**src/rtl/cic_decimator.sv**
```systemverilog
// N-stage CIC (Hogenauer) decimator: 1-bit PDM stream in, saturated signed PCM out.
// Optional macro CIC_OVF_FLAG_EN adds a sticky saturation flag (ovf_clr / ovf_sticky).
module cic_decimator #(
    parameter int N_STAGES = 4,
    parameter int DECIM    = 32,
    parameter int ACC_W    = 22,
    parameter int OUT_W    = 17
) (
    input  logic             CLK,
    input  logic             RST,
    input  logic             pdm_in,
    input  logic             pdm_valid,
`ifdef CIC_OVF_FLAG_EN
    input  logic             ovf_clr,
    output logic             ovf_sticky,
`endif
    output logic [OUT_W-1:0] y_out,
    output logic             out_valid
);
    localparam int CNT_W = $clog2(DECIM);
    localparam int SHIFT = N_STAGES * CNT_W + 1 - OUT_W;
    localparam int SW    = ACC_W + OUT_W;
    localparam logic signed [SW-1:0] MAX_S = {{(SW-OUT_W+1){1'b0}}, {(OUT_W-1){1'b1}}};
    localparam logic signed [SW-1:0] MIN_S = ~MAX_S;

    logic [ACC_W-1:0]     x;
    logic [ACC_W-1:0]     integ_q [N_STAGES];
    logic [ACC_W-1:0]     integ_d [N_STAGES];
    logic [CNT_W-1:0]     cnt_q, cnt_d;
    logic                 tick;
    logic [ACC_W-1:0]     pipe_q [N_STAGES+1];
    logic [ACC_W-1:0]     pipe_d [N_STAGES+1];
    logic [ACC_W-1:0]     dly_q [N_STAGES];
    logic [ACC_W-1:0]     dly_d [N_STAGES];
    logic [N_STAGES:0]    vld_q, vld_d;
    logic signed [SW-1:0] comb_ext, scaled;
    logic [OUT_W-1:0]     y_out_q, y_out_d;
    logic                 out_valid_q, out_valid_d;

    assign comb_ext = {{OUT_W{pipe_q[N_STAGES][ACC_W-1]}}, pipe_q[N_STAGES]};

    generate
        if (SHIFT >= 0) begin : g_shr
            assign scaled = comb_ext >>> SHIFT;
        end else begin : g_shl
            assign scaled = comb_ext <<< (-SHIFT);
        end
    endgenerate

    always_comb begin
        x       = pdm_in ? ACC_W'(1) : {ACC_W{1'b1}};
        integ_d = integ_q;
        cnt_d   = cnt_q;
        tick    = 1'b0;
        // Each integrator adds its neighbour's previous value: one register per stage.
        if (pdm_valid) begin
            integ_d[0] = integ_q[0] + x;
            for (int k = 1; k < N_STAGES; k++) begin
                integ_d[k] = integ_q[k] + integ_q[k-1];
            end
            tick  = (cnt_q == CNT_W'(DECIM - 1));
            cnt_d = tick ? '0 : cnt_q + CNT_W'(1);
        end

        // vld_q[k] marks pipe_q[k] as holding a fresh decimated sample.
        vld_d  = {vld_q[N_STAGES-1:0], tick};
        pipe_d = pipe_q;
        dly_d  = dly_q;
        if (tick) begin
            pipe_d[0] = integ_d[N_STAGES-1];
        end
        for (int k = 1; k <= N_STAGES; k++) begin
            if (vld_q[k-1]) begin
                pipe_d[k]  = pipe_q[k-1] - dly_q[k-1];
                dly_d[k-1] = pipe_q[k-1];
            end
        end

        out_valid_d = vld_q[N_STAGES];
        y_out_d     = y_out_q;
        if (vld_q[N_STAGES]) begin
            if (scaled > MAX_S) begin
                y_out_d = MAX_S[OUT_W-1:0];
            end else if (scaled < MIN_S) begin
                y_out_d = MIN_S[OUT_W-1:0];
            end else begin
                y_out_d = scaled[OUT_W-1:0];
            end
        end
    end

    always_ff @(posedge CLK or posedge RST) begin
        if (RST) begin
            for (int k = 0; k < N_STAGES; k++) begin
                integ_q[k] <= '0;
                dly_q[k]   <= '0;
            end
            for (int k = 0; k <= N_STAGES; k++) begin
                pipe_q[k] <= '0;
            end
            cnt_q       <= '0;
            vld_q       <= '0;
            y_out_q     <= '0;
            out_valid_q <= 1'b0;
        end else begin
            integ_q     <= integ_d;
            dly_q       <= dly_d;
            pipe_q      <= pipe_d;
            cnt_q       <= cnt_d;
            vld_q       <= vld_d;
            y_out_q     <= y_out_d;
            out_valid_q <= out_valid_d;
        end
    end

    assign y_out     = y_out_q;
    assign out_valid = out_valid_q;

`ifdef CIC_OVF_FLAG_EN
    logic sat;
    logic ovf_q, ovf_d;

    // A saturating output in the same cycle as a clear leaves the flag set.
    always_comb begin
        sat   = vld_q[N_STAGES] && ((scaled > MAX_S) || (scaled < MIN_S));
        ovf_d = ovf_q;
        if (ovf_clr) ovf_d = 1'b0;
        if (sat)     ovf_d = 1'b1;
    end

    always_ff @(posedge CLK or posedge RST) begin
        if (RST) ovf_q <= 1'b0;
        else     ovf_q <= ovf_d;
    end

    assign ovf_sticky = ovf_q;
`endif
endmodule

```
**config.mk**
```make
export PLATFORM = sky130hd
export DESIGN_NAME = cic_decimator
export DESIGN_NICKNAME = d
export VERILOG_FILES = /design/src/rtl/cic_decimator.sv
export SDC_FILE = /design/constraint.sdc
export NUM_CORES = 1
export LEC_CHECK = 0
export BUFFER_PORTS_ARGS = -buffer_cell sky130_fd_sc_hd__buf_2
export CORE_ASPECT_RATIO = 0.75
export CORE_MARGIN = 2
export CORE_UTILIZATION = 30
export CTS_BUF_LIST = sky130_fd_sc_hd__clkbuf_4
export DETAILED_ROUTE_END_ITERATION = 16
export GPL_TIMING_DRIVEN = 0
export PLACE_DENSITY = 0.5
export SLEW_MARGIN = 5
export SYNTH_ARGS = -nofsm -noshare
export SYNTH_HDL_FRONTEND = slang
export SYNTH_SLANG_ARGS = --single-unit
export TNS_END_PERCENT = 50
```
**constraint.sdc**
```tcl
create_clock -name CLK -period 21.3 [get_ports CLK]
set_input_delay 2.13 -clock CLK [delete_from_list [all_inputs] [get_ports CLK]]
set_output_delay 2.13 -clock CLK [all_outputs]
set_load 0.1 [all_outputs]
```
==> summary.md <==
Number of buffers on the longest clock path: 3. The number of buffers added to fix hold violations after cts was 0; the floorplan die width was 297 um. Global routing finished with a remaining overflow of 0. The final layout contains routed wiring with a total length of 45,600 um. The height of the die is 224 um. The logs give 0.414 for the worst relative slew slack and 0 for the count of instances resized after the clock tree is built. The cell count after synthesis came out at 1,987.

In the final timing run, aggregate negative setup slack is 0 ns. The top-area cell type share of the netlist area came out at 0.401. The total routing usage reported by global routing was 0.138; the maximum fanout encountered on the critical timing path was 20.

The most used flip-flop cell after synthesis was sky130_fd_sc_hd__dfrtp_1. 22 I/O pins were placed. Final weighted congestion in routability-driven placement: 0.856. The clock latency on the worst-skew pair was 0.79 ns. In this run the cell area of the synthesized design comes to 19,400 um^2. For the count of endpoints failing hold in the final timing report, the log shows 0. For this run, the number of Yosys warnings is 0. The tools report the type of element launching the critical path as a primary input. The minimum clock period works out to 4.70 ns. Post-CTS clock slew at the launch and capture registers of the worst setup and hold paths: 0.07 ns.

The floorplan has 80 rows. The largest total area in the synthesized netlist belongs to sky130_fd_sc_hd__dfrtp_1. The clock net in this run drives a total of 310 sinks. In the final routed layout, each cell accounts on average for 15.1 um. The number of synthesized register bits was 310. Data on the critical path is required at its endpoint by 21.94 ns. Static timing analysis puts the maximum clock frequency at 213 MHz. Worst setup path category: primary input to flop.

The logs give 5 for the total iterations of the first detailed-routing run and 791 for the number of DRC markers after the initial detailed-route iteration. The run gives 0 as the final-report max-slew violation count. The area of the die is 66,600 um^2.

For the starting density of the core, the log shows 0.304. After floorplanning, the core was sized to cover 63,800 um^2. The logs give 14,700 for the number of global-route vias before repair and 0 for the post-CTS setup-driven buffer insertion count.

After the last flow step, the layout net total stands at 2,273. The fraction of registers with async set/reset was 1.00. Across the run, the number of max-cap violations was 0.

After synthesis, the cell types taking the most area are sky130_fd_sc_hd__dfrtp_1 40%, sky130_fd_sc_hd__ha_1 11%, sky130_fd_sc_hd__mux2_2 9.0%. From synthesis to final layout, the design area changed by 11.9%. The flow ran to the end, and the final reports show no timing, DRC or antenna violations. The proportion of layout cells with a drive suffix above 1 was 0.155.

The worst register-to-register path has a depth of 12. The tools report the clock root buffer as sky130_fd_sc_hd__clkbuf_4. The total clock buffers created by CTS came out at 82. The first global-routing pass estimated 75,500 um of wire. Entering global routing, the biggest net connects 125 pins. Synthesis instantiated 75 different standard cells from the library.

The path class of the tightest hold or removal check is flop to flop. The fraction of the cycle the final worst path needs was 0.220; the placed instance count was 2,871. Excluding fillers, the count of instances in the completed layout stands at 3,015.

The transition at the pin with the smallest max-transition slack is 0.879 ns, and the fraction of the yosys area taken by sequential cells is 0.401. Dividing the detail-routed via count by the number of cells gives 4.89. The wire-length estimate of the detail-placed layout is 33,900 um.

The routed via count was 14,700; the post-synthesis average cell area was 9.75 um^2. The critical path arrival is 5.33 ns. Setup violations remaining at the end of the flow were counted as 0.

The worst hold path was traced through 0 stages. The number of antenna violations at the first check in global routing was 1; the number of DRC violations after detailed routing was 0. The post-synthesis net count came out at 2,166.

Depth of the CTS H-tree: 3. TritonCTS built the clock tree. Setup repair after global routing left no endpoint under its margin. The post-route clock skew was 0.0691 ns.

In this run, synthesis inferred 0 flip-flops with an integrated enable. The worst setup path is captured at a flop. Buffers placed on the I/O ports in this run total 20. Final antenna-violating net count: 0.
-- path summary, 6_finish.rpt --
path,start,endpoint,slack [ns]
max,pdm_in,integ_q[85]$_DFFE_PP0P_,16.60
max reg2reg,integ_q[66]$_DFFE_PP0P_,integ_q[64]$_DFFE_PP0P_,17.80
min in group asynchronous,RST,integ_q[23]$_DFFE_PP0P_,1.32
min,vld_q[0]$_DFF_PP0_,vld_q[1]$_DFF_PP0_,0.36
min reg2reg,vld_q[0]$_DFF_PP0_,vld_q[1]$_DFF_PP0_,0.36
max in group asynchronous,RST,integ_q[15]$_DFF_PP0_,18.27
-- routing by layer --
layer / vias to the layer above / GRT usage / part of all wire
li1: 7356 / - / -
met1: 7041 / 0.207 / 0.53
met2: 268 / 0.200 / 0.41
met3: 78 / 0.0306 / 0.053
met4: 0 / 0.0354 / 0.016
met5: - / 0 / 0
-- layout make-up --
| type | count | area (um^2) |
|---|---|---|
| repair buffers | 23 | 183 |
| clock inverters | 23 | 141 |
| plain buffers | 61 | 229 |
| clock buffers | 120 | 901 |
| inverters | 158 | 601 |
| fillers | 6581 | 42100 |
| flip-flops and latches | 310 | 7760 |
| diodes | 1 | 2.50 |
| well taps | 861 | 1080 |
| multi-input cells | 1458 | 10800 |
-- cells in the mapped netlist (all sizes together) (9+ instances only) --
cell,n
dfrtp,310
o21ai,191
ha,168
nand2,159
inv,157
mux2,154
a21oi,133
xnor2,98
nor2,89
a21o,56
clkbuf,52
xor2,36
o211ai,31
nor2b,30
nor3,27
nand3,26
a211oi,25
o21a,20
o21bai,19
nand2b,16
nand4,15
a31oi,14
and3,14
or3,13
nor4,11
o31ai,11
and2,9
buf,9
-- flip-flops by register name (all words and copies together), names as in the netlist --
| register | cells |
|---|---|
| vld_q | 5 |
| cnt_q | 5 |
| comb_ext | 18 |
| pipe_q | 88 |
| y_out | 17 |
| dly_q | 88 |
| out_valid | 1 |
| integ_q | 88 |
-- through the flow --
step           area, um^2  setup WS (ns)   util  hold WS [ns]
3_5_place_dp        20600          15.87  0.324         0.369
5_1_grt             21700          16.40  0.340         0.369
4_1_cts             21700          16.72  0.340         0.351
2_1_floorplan       19400          10.60      -         0.352
6_report            21700          16.60  0.340         0.361
3_3_place_gp        20500           6.81  0.322         0.366
-- layout by cell type (no fill, tap or decap), drive strengths merged, types with 36 or more instances in the layout --
cell,n
dfrtp,310
mux2,154
xor2,36
nor2,89
o21ai,191
nand2,159
clkbuf,172
a21oi,133
a21o,56
xnor2,98
ha,168
inv,159
-- cells by family after synthesis --
kind of cell,count (synthesis),share of synthesized area
buffers and inverters,219,0.0424
AND/OR/NAND/NOR,431,0.106
multiplexers,161,0.0932
adder cells (fa/ha/maj),175,0.116
flip-flops,310,0.401
AO/OA/AOI/OAI,557,0.182
XOR/XNOR,134,0.0606
-- worst max-delay path, cell delays in order --
cell	delay (ns)
sky130_fd_sc_hd__buf_2	0.20
sky130_fd_sc_hd__inv_1	0.62
sky130_fd_sc_hd__ha_1	0.37
sky130_fd_sc_hd__a211oi_1	0.25
sky130_fd_sc_hd__nor2_1	0.12
sky130_fd_sc_hd__a21oi_1	0.26
sky130_fd_sc_hd__a31oi_1	0.23
sky130_fd_sc_hd__a21boi_0	0.42
sky130_fd_sc_hd__o21ai_0	0.18
sky130_fd_sc_hd__a21oi_1	0.21
sky130_fd_sc_hd__xnor2_1	0.08
sky130_fd_sc_hd__mux2_2	0.26
Power is left out: the tool's default activity adds up to more than one toggle a clock period on the data nets, which glitch-free logic cannot reach.
